`config.mk`:
```
export PLATFORM = sky130hd
export DESIGN_NAME = pll_reset_sequencer
export DESIGN_NICKNAME = d
export VERILOG_FILES = /design/src/rtl/pll_reset_sequencer_pkg.sv /design/src/rtl/pll_reset_sequencer_sync_ff.sv /design/src/rtl/pll_reset_sequencer.sv
export SDC_FILE = /design/constraint.sdc
export NUM_CORES = 1
export LEC_CHECK = 0
export BUFFER_PORTS_ARGS = -buffer_cell sky130_fd_sc_hd__buf_2
export CELL_PAD_IN_SITES_DETAIL_PLACEMENT = 0
export CELL_PAD_IN_SITES_GLOBAL_PLACEMENT = 2
export CORE_ASPECT_RATIO = 1.75
export CORE_UTILIZATION = 40
export DETAILED_ROUTE_END_ITERATION = 6
export GPL_TIMING_DRIVEN = 1
export PLACE_DENSITY_LB_ADDON = 0.1
export SYNTH_ARGS = -nofsm -noshare
export SYNTH_HDL_FRONTEND = slang
export SYNTH_SLANG_ARGS = --single-unit
```
`constraint.sdc`:
```
create_clock -name clk -period 4 [get_ports clk]
set_clock_uncertainty 0.15 [all_clocks]
set_input_delay 0.2 -clock clk [delete_from_list [all_inputs] [get_ports clk]]
set_output_delay 0.2 -clock clk [all_outputs]
set_load 0.05 [all_outputs]
```
`src/rtl/pll_reset_sequencer_pkg.sv`:
```
// Shared definitions for the PLL reset sequencer: state encodings used by the
// RTL, the debug register map and the testbench.
package pll_reset_sequencer_pkg;

  typedef enum logic [2:0] {
    ST_IDLE      = 3'd0,
    ST_WAIT_LOCK = 3'd1,
    ST_HOLD      = 3'd2,
    ST_RUN       = 3'd3,
    ST_LOST      = 3'd4
  } state_t;

  // Counter width able to hold n itself, so no counter can wrap.
  function automatic int cnt_width(input int n);
    return $clog2(n) + 1;
  endfunction

endpackage

```
`src/rtl/pll_reset_sequencer_sync_ff.sv`:
```
// Multi-stage synchronizer that brings the asynchronous PLL lock into the clk
// domain; all stages clear to 0 while reset_n is low.
module sync_ff #(
  parameter int STAGES = 2
) (
  input  logic clk,
  input  logic reset_n,
  input  logic d,
  output logic q
);

  logic [STAGES-1:0] sync_reg;
  logic [STAGES-1:0] sync_next;

  genvar gi;
  generate
    for (gi = 0; gi < STAGES; gi++) begin : g_stage
      if (gi == 0) begin : g_first
        assign sync_next[gi] = d;
      end else begin : g_chain
        assign sync_next[gi] = sync_reg[gi-1];
      end
    end
  endgenerate

  always_ff @(posedge clk or negedge reset_n) begin
    if (!reset_n) begin
      sync_reg <= '0;
    end else begin
      sync_reg <= sync_next;
    end
  end

  assign q = sync_reg[STAGES-1];

endmodule

```
`src/rtl/pll_reset_sequencer.sv`:
```
// Turns the raw PLL lock into a synchronously released USB-domain reset and a
// ready flag, with lock qualification, hold-off, glitch filtering and loss logging.
module pll_reset_sequencer
  import pll_reset_sequencer_pkg::*;
#(
  parameter int SYNC_STAGES        = 2,
  parameter int LOCK_STABLE_CYCLES = 1024,
  parameter int RESET_HOLD_CYCLES  = 16,
  parameter int LOSS_FILTER_CYCLES = 4,
  parameter int COUNT_WIDTH        = 8
) (
  input  logic                   clk,
  input  logic                   reset_n,
  input  logic                   pll_locked,
  input  logic                   fault_clear,
  output logic                   usb_reset,
  output logic                   ready,
  output logic                   lock_lost,
  output logic [COUNT_WIDTH-1:0] loss_count,
  output logic [2:0]             state
);

  localparam int STAB_W = cnt_width(LOCK_STABLE_CYCLES);
  localparam int HOLD_W = cnt_width(RESET_HOLD_CYCLES);
  localparam int FILT_W = cnt_width(LOSS_FILTER_CYCLES);

  localparam logic [STAB_W-1:0] STAB_LAST = STAB_W'(LOCK_STABLE_CYCLES - 1);
  localparam logic [HOLD_W-1:0] HOLD_LAST = HOLD_W'(RESET_HOLD_CYCLES - 1);
  localparam logic [FILT_W-1:0] FILT_LAST = FILT_W'(LOSS_FILTER_CYCLES - 1);

  logic lock_s;

  state_t            state_reg, state_next;
  logic [STAB_W-1:0] stab_cnt_reg, stab_cnt_next;
  logic [HOLD_W-1:0] hold_cnt_reg, hold_cnt_next;
  logic [FILT_W-1:0] filt_cnt_reg, filt_cnt_next;
  logic              loss_event;
  logic              usb_reset_reg;
  logic              ready_reg;
  logic              lock_lost_reg;
  logic [COUNT_WIDTH-1:0] loss_count_reg;

  sync_ff #(
    .STAGES(SYNC_STAGES)
  ) u_sync (
    .clk     (clk),
    .reset_n (reset_n),
    .d       (pll_locked),
    .q       (lock_s)
  );

  // Counters default to zero, so each one is cleared whenever its state is left
  // or its qualifying condition breaks.
  always_comb begin
    state_next    = state_reg;
    stab_cnt_next = '0;
    hold_cnt_next = '0;
    filt_cnt_next = '0;
    loss_event    = 1'b0;
    case (state_reg)
      ST_IDLE: state_next = ST_WAIT_LOCK;
      ST_WAIT_LOCK: begin
        if (lock_s) begin
          if (stab_cnt_reg == STAB_LAST) begin
            state_next = ST_HOLD;
          end else begin
            stab_cnt_next = stab_cnt_reg + 1'b1;
          end
        end
      end
      ST_HOLD: begin
        if (!lock_s) begin
          state_next = ST_WAIT_LOCK;
        end else if (hold_cnt_reg == HOLD_LAST) begin
          state_next = ST_RUN;
        end else begin
          hold_cnt_next = hold_cnt_reg + 1'b1;
        end
      end
      ST_RUN: begin
        if (!lock_s) begin
          if (filt_cnt_reg == FILT_LAST) begin
            state_next = ST_LOST;
            loss_event = 1'b1;
          end else begin
            filt_cnt_next = filt_cnt_reg + 1'b1;
          end
        end
      end
      ST_LOST: state_next = ST_WAIT_LOCK;
      default: state_next = ST_IDLE;
    endcase
  end

  // Outputs load from next-state so they change on the same edge as state.
  always_ff @(posedge clk or negedge reset_n) begin
    if (!reset_n) begin
      state_reg      <= ST_IDLE;
      stab_cnt_reg   <= '0;
      hold_cnt_reg   <= '0;
      filt_cnt_reg   <= '0;
      usb_reset_reg  <= 1'b1;
      ready_reg      <= 1'b0;
      lock_lost_reg  <= 1'b0;
      loss_count_reg <= '0;
    end else begin
      state_reg     <= state_next;
      stab_cnt_reg  <= stab_cnt_next;
      hold_cnt_reg  <= hold_cnt_next;
      filt_cnt_reg  <= filt_cnt_next;
      usb_reset_reg <= (state_next != ST_RUN);
      ready_reg     <= (state_next == ST_RUN);
      if (loss_event) begin
        lock_lost_reg <= 1'b1;
      end else if (fault_clear) begin
        lock_lost_reg <= 1'b0;
      end
      if (loss_event && (loss_count_reg != '1)) begin
        loss_count_reg <= loss_count_reg + 1'b1;
      end
    end
  end

  assign usb_reset  = usb_reset_reg;
  assign ready      = ready_reg;
  assign lock_lost  = lock_lost_reg;
  assign loss_count = loss_count_reg;
  assign state      = state_reg;

endmodule

```
==> metrics.md, run 1 <==
| Metric | Value |
|---|---|
| Cells after synthesis | 131 |
| Die height | 83.6 um |
| Worst-path fanout max | 9 |
| TritonCTS clock tree | yes |
| Total Wirelength | 2990 um |
| Fin Setup TNS | 0 ns |
| Placed wire-length estimate | 2180 um |
| Synthesized cell area | 1520 sq um |
| GRT Total Usage | 0.170 |
| Max-slew headroom | 0.484 |
| Worst Setup Slack, final | 1.99 ns |
| FP Rows | 29 |
| Initial antenna violation count | 0 |
| H-tree Lvls | 2 |
| IO Count | 18 |
| Clk pin slew, worst setup/hold paths | 0.06 ns |
| Ys async rst share | 1.00 |
| Largest net degree at the start of global routing | 36 |
| CTS sink count | 35 |
| DR iter-0 viols | 17 |
| Hold_buf cts | 3 |
| Core Area | 3630 sq um |
| Port bufs | 17 |
| Final hold violations | 0 |
| Power per cell area | 365 nW/um^2 |
| GRT overflow | 0 |
| Resize count post-CTS | 0 |
| # DRC | 0 |
| Prevailing post-synth register cell | dfrtp_1 |
| Slowest-stage cell, CP | nand4bb_1 |
| Clock Latency Late Sink | 0.28 ns |
| CP endpoint kind | flop |
| DR vias/cell | 5.20 |
| Pre-CTS setup slack | 2.00 ns |
| Synth cell types | 31 |
| Detail Route Antenna Nets | 0 |
| First-pass GRT wire length | 5280 um |
| First-pass DRT Iterations | 5 |
| Startpoint Class | flop |
| Max-slew violations | 0 |
| Largest register FFs | 11 |
| Vias in the first global route | 1136 |
| Synth area leader | dfrtp_1 |
| Cell area after layout | 1790 sq um |
| GP Congestion | 0.708 |
| Initial Util | 0.419 |
| P&R area growth vs syn | 17.6% |
| Most area-consuming cells after synthesis | dfrtp_1, xor2_1, nor2_1 |
| Syn_nets | 139 |
| Postcts setup bufs | 0 |
| Arr. time, crit path | 2.03 ns |
| Slew at the pin closest to its max-slew limit | 0.774 ns |
| Leakage | 0.000869 uW |
| VDD IR max | 0.215 mV |
| CTS Root Cell | clkbuf_8 |
| Post-synth EDFFs | 0 |
| Final setup violating endpoints | 0 |
| Ant diodes | 0 |
| Clock Tree Buf Depth | 2 |
| Unrepaired setup endpoints after global routing | no |
| Chip width | 48.6 um |
| Register area share after synthesis | 0.576 |
| Detailed-route via count | 1061 |
| Worst-path cell chain | nand4bb_1 -> a211oi_4 -> mux2_1 |
| Max Cap Viol | 0 |
| Crit Path Class | flop to flop |
| Number of buffers and inverters on the critical path | 0 |
| Run status | completed |
| WL/cell | 14.6 um |
| Final Cycle Share | 0.504 |
| Synthesis Warnings | 0 |
| Max incr delay on CP | 0.49 ns |
| FF+latch count, synth | 35 |
| Synth top area share | 0.559 |
| Nets@finish | 165 |
| CP top delay family | simple AND/OR/NAND/NOR gates |
| CTS buffer count | 5 |
| Hold Path Class | flop to flop |
| Fmax | 496 MHz |
| Share of cells above drive strength 1 | 0.184 |
| Worst Path Required | 4.01 ns |
| Syn avg cell area | 11.6 sq um |
| Die area | 4060 sq um |
| Tmin final | 2.01 ns |
| Post-DP Area | 1660 sq um |
[Yosys cell counts (2+ instances only)]
library cell / n
nand2b_1: 4
nand2_1: 7
nor2_1: 16
nand3_1: 9
and3_1: 7
nand4_1: 4
and4_1: 5
xnor2_1: 5
inv_1: 3
a21oi_1: 2
mux2_1: 2
o22ai_1: 2
ha_1: 4
xor2_1: 10
dfrtp_1: 34
nor3b_1: 2
[where the power goes]
part	leakage (uW)	switching (uW)	internal (uW)
Sequential	0.000473	3.65	357
Clock	0.0000515	118	157
Combinational	0.000344	11.6	6.32
[layout by cell type (no fill, tap or decap)]
| cell type | n |
|---|---|
| nand2b_1 | 4 |
| xnor2_1 | 5 |
| o21ai_0 | 1 |
| and3_1 | 7 |
| a21boi_0 | 1 |
| and2_1 | 1 |
| o21a_1 | 1 |
| a211oi_4 | 1 |
| dfrtp_1 | 34 |
| or2_2 | 1 |
| and4_1 | 5 |
| clkbuf_1 | 1 |
| nand4b_1 | 1 |
| dfstp_2 | 1 |
| nand4_1 | 4 |
| clkbuf_8 | 7 |
| nor3b_1 | 2 |
| nor2_1 | 16 |
| nand2_1 | 7 |
| o22ai_1 | 2 |
| mux2_1 | 2 |
| buf_2 | 17 |
| o311a_1 | 1 |
| xor2_1 | 10 |
| nand3_1 | 9 |
| dlygate4sd3_1 | 3 |
| a21oi_1 | 2 |
| a21bo_2 | 1 |
| nor3_2 | 1 |
| a31oi_1 | 1 |
| o2111ai_1 | 1 |
| ha_1 | 4 |
| nand4bb_1 | 1 |
| inv_1 | 3 |
[path summary, 6_finish.rpt]
kind                                           end  slack (ns)  depth (start not counted)                from
worst min register to register  u_sync.sync_reg[1]        0.22                          0  u_sync.sync_reg[0]
max in group asynchronous                 state[1]        2.83                          2             reset_n
worst max-delay path                 loss_count[1]        1.99                          3  u_sync.sync_reg[1]
worst min-delay path            u_sync.sync_reg[1]        0.22                          0  u_sync.sync_reg[0]
worst max register to register       loss_count[1]        1.99                          3  u_sync.sync_reg[1]
min in group asynchronous          hold_cnt_reg[3]        0.38                          2             reset_n
[per-stage QoR]
| step | utilization | hold slack [ns] | total power (uW) | std cells |
|---|---|---|---|---|
| final | 0.493 | 0.218 | 654 | 204 |
| after global routing | 0.493 | 0.223 | 684 | 204 |
| after CTS | 0.493 | 0.211 | 665 | 204 |
| after detailed placement | 0.457 | 0.165 | 384 | 193 |
| after global placement | 0.457 | 0.158 | 384 | 193 |
| after floorplan | - | -0.246 | 373 | 131 |
[area by class of cell]
class / instances / area [sq um]
clock buffer: 8 / 100
sequential: 35 / 877
fill: 359 / 1840
multi-input combinational: 92 / 628
timing repair buffer: 20 / 115
tap: 46 / 57.6
inverter: 3 / 11.3
[logic make-up (layout without fill, tap and decap cells)]
kind of cell	count (synthesis)	after routing	share of synthesized area
multiplexers	2	2	0.0148
adder cells (fa/ha/maj)	4	4	0.0329
buffers and inverters	4	31	0.0107
flip-flops	35	35	0.576
AO/OA/AOI/OAI	12	12	0.0641
AND/OR/NAND/NOR	59	59	0.215
XOR/XNOR	15	15	0.0863
[metal layers]
| layer | vias to the layer above | routed length [um] | track usage |
|---|---|---|---|
| met5 | - | 0 | 0 |
| met4 | 0 | 50 | 0.0642 |
| met3 | 6 | 75 | 0.0437 |
| met2 | 18 | 1710 | 0.321 |
| met1 | 527 | 1150 | 0.172 |
| li1 | 510 | - | - |
No activity file was read; power rests on OpenSTA's default activity.
==> run 2: changes to the inputs <==
- CORE_UTILIZATION: 40 -> 37
- clock period: 4 -> 2.1 ns (I/O delays scaled with it)
==> run 2 against run 1 <==
Against the previous run:
- wire length grew 2.1%
- hold slack got worse by 0.024 ns
- final area is 0.91% higher
- first-iteration DRC count grew 59%
- clock-buffer cell count is 1 lower
- sequential share of layout area is 0.44 points lower
- fmax grew 7.3%
- via count up 1.7%
- highest routed layer unchanged
==> metrics.md, run 2 (same netlist as run 1, synthesis figures left out) <==
| Metric | Value |
|---|---|
| Largest register FFs | 11 |
| First-pass DRT Iterations | 4 |
| Share of cells above drive strength 1 | 0.199 |
| Run status | completed |
| Resize count post-CTS | 0 |
| Final hold violations | 0 |
| CTS buffer count | 5 |
| Final Cycle Share | 0.894 |
| CP endpoint kind | flop |
| Power per cell area | 679 nW/um^2 |
| Startpoint Class | flop |
| GRT Total Usage | 0.170 |
| Slew at the pin closest to its max-slew limit | 0.781 ns |
| Detail Route Antenna Nets | 0 |
| DR iter-0 viols | 27 |
| Clock Tree Buf Depth | 2 |
| Fillers | 405 |
| WL/cell | 14.6 um |
| DR vias/cell | 5.16 |
| VDD IR max | 0.419 mV |
| Crit Path Class | flop to flop |
| Core Area | 3900 sq um |
| Die height | 86.8 um |
| Layout Utilization | 0.463 |
| GP Congestion | 0.716 |
| Die area | 4380 sq um |
| H-tree Lvls | 2 |
| Hold Path Class | flop to flop |
| Unrepaired setup endpoints after global routing | no |
| Port bufs | 17 |
| GRT overflow | 0 |
| Clk pin slew, worst setup/hold paths | 0.08 ns |
| Leakage | 0.000879 uW |
| Worst-path cell chain | ha_1 -> and3_1 -> a211oi_4 -> mux2_1 |
| IO Count | 18 |
| # DRC | 0 |
| Worst-path fanout max | 6 |
| Most frequent cells in the layout | dfrtp_1, buf_2, nor2_1 |
| Arr. time, crit path | 1.90 ns |
| Final setup violating endpoints | 0 |
| First-pass GRT wire length | 5340 um |
| Most common cell after layout, fill and taps aside | dfrtp_1 |
| CTS sink count | 35 |
| Clock Latency Late Sink | 0.29 ns |
| Fmax | 533 MHz |
| Postcts setup bufs | 0 |
| Max-slew violations | 0 |
| Worst Path Required | 2.12 ns |
| Total Wirelength | 3050 um |
| Fin Setup TNS | 0 ns |
| P&R area growth vs syn | 18.7% |
| Chip width | 50.5 um |
| Detailed-route via count | 1079 |
| TritonCTS clock tree | yes |
| FP Rows | 30 |
| Largest net degree at the start of global routing | 36 |
| Nets@finish | 168 |
| Tmin final | 1.88 ns |
| CTS Root Cell | clkbuf_8 |
| Ant diodes | 0 |
| Max incr delay on CP | 0.42 ns |
| DP Cell Count | 198 |
| Non-Filler Instances | 209 |
| Vias in the first global route | 1139 |
| Max Cap Viol | 0 |
| CP top delay family | flip-flops |
| Initial Util | 0.390 |
| Slowest-stage cell, CP | dfrtp_1 |
| Placed wire-length estimate | 2210 um |
| Initial antenna violation count | 0 |
| Max-slew headroom | 0.479 |
| Hold_buf cts | 3 |
| Number of buffers and inverters on the critical path | 0 |
## run 2: worst paths after layout
| path | start | to | slack (ns) | depth (start not counted) |
|---|---|---|---|---|
| max reg2reg | loss_count[0] | loss_count[1] | 0.22 | 4 |
| max in group asynchronous | reset_n | u_sync.sync_reg[0] | 1.02 | 2 |
| min in group asynchronous | reset_n | stab_cnt_reg[4] | 0.28 | 2 |
| min reg2reg | u_sync.sync_reg[0] | u_sync.sync_reg[1] | 0.19 | 0 |
| max | loss_count[0] | loss_count[1] | 0.22 | 4 |
| min | u_sync.sync_reg[0] | u_sync.sync_reg[1] | 0.19 | 0 |
## run 2: worst reg2reg max path, delay by kind of cell, from the launching register on
kind	cells	cell delay, ns
AO/OA/AOI/OAI	1	0.35
AND/OR/NAND/NOR	1	0.22
flip-flops	1	0.42
multiplexers	1	0.35
adder cells (fa/ha/maj)	1	0.28
## run 2: layout make-up
type / count / area (sq um) / area share
timing repair buffer: 23 / 138 / 0.0762
multi-input combinational: 92 / 628 / 0.348
clock buffer: 7 / 86.3 / 0.0478
inverter: 3 / 11.3 / 0.00624
sequential: 35 / 877 / 0.486
tap: 48 / 60.1 / 0.0333
clock inverter: 1 / 5.00 / 0.00277
## run 2: report_power, final
group          internal, uW  total (uW)  switching, uW
registers               681         687           5.96
clock network           264         501            237
logic                  13.3        36.9           23.6
## run 2: through the flow
stage / hold WS, ns / area [sq um] / total power, uW / setup slack, ns
2_1_floorplan: -0.341 / 1520 / 710 / 0.0623
3_3_place_gp: 0.0623 / 1680 / 733 / 0.267
3_5_place_dp: 0.0647 / 1680 / 734 / 0.222
4_1_cts: 0.199 / 1810 / 1240 / 0.211
5_1_grt: 0.203 / 1810 / 1280 / 0.133
6_report: 0.194 / 1810 / 1230 / 0.222
## run 2: per-layer routing
layer	part of all wire	wire length, um	track usage	up-vias
li1	-	-	-	519
met1	0.40	1210	0.179	534
met2	0.54	1660	0.298	19
met3	0.035	106	0.0509	7
met4	0.024	74	0.0909	0
met5	0	0	0	-
==> run 3: changes to the inputs <==
- SYNTH_HIERARCHICAL: not set -> 1
==> run 3 against run 2 <==
Against the previous run:
- critical path depth stayed put
- power stayed put
- via count stayed put
- sequential power hardly changed
- hold slack stayed put
- critical path type unchanged
- largest cell class unchanged
==> metrics.md, run 3 <==
| Metric | Value |
|---|---|
| Pre-CTS setup slack | 0.222 ns |
| Max incr delay on CP | 0.42 ns |
| Number of buffers and inverters on the critical path | 0 |
| Synth area leader | dfrtp_1 |
| Detail Route Antenna Nets | 0 |
| Share of cells above drive strength 1 | 0.199 |
| Most area-consuming cells after synthesis | dfrtp_1, xor2_1, nor2_1 |
| Reg2Reg Setup Slack | 0.22 ns |
| Initial antenna violation count | 0 |
| Clock Latency Late Sink | 0.29 ns |
| Syn_nets | 139 |
| CP startpoint | loss_count[0] |
| Largest family of logic cells by synthesized area | simple AND/OR/NAND/NOR gates |
| GRT Total Usage | 0.170 |
| Cells after synthesis | 131 |
| Resize count post-CTS | 0 |
| Clk pin slew, worst setup/hold paths | 0.08 ns |
| # DRC | 0 |
| Hold Path Class | flop to flop |
| Most frequent cells in the layout | dfrtp_1, buf_2, nor2_1 |
| Largest net degree at the start of global routing | 36 |
| Synth cell types | 31 |
| Chip width | 50.5 um |
| GP Congestion | 0.716 |
| DR vias/cell | 5.16 |
| Max-slew headroom | 0.479 |
| Synthesis Warnings | 6 |
| Die height | 86.8 um |
| FP Rows | 30 |
| R2R cell count | 4 |
| Synthesized cell area | 1520 sq um |
| H-tree Lvls | 2 |
| Crit Path Class | flop to flop |
| Compound-Gate Fraction of Synth Area | 0.0641 |
| Final setup violating endpoints | 0 |
| Detailed-route via count | 1079 |
| Fmax | 533 MHz |
| Fin Setup TNS | 0 ns |
| Tmin final | 1.88 ns |
| Top-count cell post-synth | dfrtp_1 |
| Arr. time, crit path | 1.90 ns |
| Multiplexer area fraction after synthesis | 0.0148 |
| Unrepaired setup endpoints after global routing | no |
| IO Count | 18 |
| Nets@finish | 168 |
| Slew at the pin closest to its max-slew limit | 0.781 ns |
| Startpoint Class | flop |
| Slowest-stage cell, CP | dfrtp_1 |
| Most common cell after layout, fill and taps aside | dfrtp_1 |
| Clock Tree Buf Depth | 2 |
| Prevailing post-synth register cell | dfrtp_1 |
| Layout Utilization | 0.463 |
| First-pass GRT wire length | 5340 um |
| CTS buffer count | 5 |
| Run status | completed |
| Post-synth top cells | dfrtp_1, nor2_1, xor2_1 |
| Syn avg cell area | 11.6 sq um |
| Stages on the worst setup path | 4 |
| DR iter-0 viols | 27 |
| Crit path to | loss_count[1] |
| First-pass DRT Iterations | 4 |
| Synth Area in XOR/XNOR | 0.0863 |
| WL/cell | 14.6 um |
| Placed wire-length estimate | 2210 um |
| Hold_buf cts | 3 |
| Post-synth EDFFs | 0 |
| TritonCTS clock tree | yes |
| P&R area growth vs syn | 18.7% |
| Worst-path fanout max | 6 |
| GRT overflow | 0 |
| CTS sink count | 35 |
| CP top delay family | flip-flops |
| Worst Path Required | 2.12 ns |
| Die area | 4380 sq um |
| Port bufs | 17 |
| FF+latch count, synth | 35 |
| Max Cap Viol | 0 |
| Final hold violations | 0 |
| Largest register FFs | 11 |
| CP endpoint kind | flop |
| Max-slew violations | 0 |
| Worst Setup Slack, final | 0.222 ns |
| Total power | 1230 uW |
| Synth top area share | 0.559 |
| Power per cell area | 679 nW/um^2 |
| Vias in the first global route | 1139 |
| Final Cycle Share | 0.894 |
| Simple-gate portion of the synthesized area | 0.215 |
| Hold slack | 0.194 ns |
| VDD IR max | 0.419 mV |
| Core Area | 3900 sq um |
| Postcts setup bufs | 0 |
| Ant diodes | 0 |
| Leakage | 0.000879 uW |
| Worst-path cell chain | ha_1 -> and3_1 -> a211oi_4 -> mux2_1 |
| Reg-to-reg endpoint | loss_count[1] |
| Initial Util | 0.390 |
| Register area share after synthesis | 0.576 |
| Worst reg2reg path startpoint | loss_count[0] |
| CTS Root Cell | clkbuf_8 |
| Synth Area in Adders | 0.0329 |
| Ys async rst share | 1.00 |
| Total Wirelength | 3050 um |
-- run 3: cell counts in the layout (fill, tap and decap cells not counted) --
No cell type changed its count.
-- run 3: worst min path at each step --
stage                     slack (ns)                 end                from  cells after the start
final                           0.19  u_sync/sync_reg[1]  u_sync/sync_reg[0]                      0
after global routing            0.20  u_sync/sync_reg[1]  u_sync/sync_reg[0]                      0
after CTS                       0.20  u_sync/sync_reg[1]  u_sync/sync_reg[0]                      0
after detailed placement        0.06  u_sync/sync_reg[0]          pll_locked                      1
after global placement          0.06     stab_cnt_reg[0]             reset_n                      1
after floorplan                -0.34     filt_cnt_reg[0]             reset_n                      0
-- run 3: routing by layer --
metal  GRT usage  wire (um)  vias to the layer above
met3      0.0509        106                        7
met4      0.0909         74                        0
met5           0          0                        -
met1       0.179       1210                      534
li1            -          -                      519
met2       0.298       1660                       19
-- run 3: cell families after synthesis --
group | Yosys count
AO/OA/AOI/OAI | 12
XOR/XNOR | 15
adder cells (fa/ha/maj) | 4
buffers and inverters | 4
flip-flops | 35
multiplexers | 2
AND/OR/NAND/NOR | 59
-- run 3: stage by stage --
step / instances / cell area, sq um
finish: 209 / 1810
global route: 209 / 1810
CTS: 209 / 1810
detailed placement: 198 / 1680
global placement: 198 / 1680
floorplan: 131 / 1520
-- run 3: final cells by class --
cell class / instances / area (sq um)
Clock buffer: 7 / 86.3
Multi-Input combinational cell: 92 / 628
Inverter: 3 / 11.3
Clock inverter: 1 / 5.00
Tap cell: 48 / 60.1
Sequential cell: 35 / 877
Fill cell: 405 / 2100
Timing Repair Buffer: 23 / 138
-- run 3: power breakdown --
part / internal, uW / leakage [uW] / total [uW] / switching [uW]
registers: 681 / 0.000473 / 687 / 5.96
logic: 13.3 / 0.000358 / 36.9 / 23.6
clock network: 264 / 0.0000482 / 501 / 237
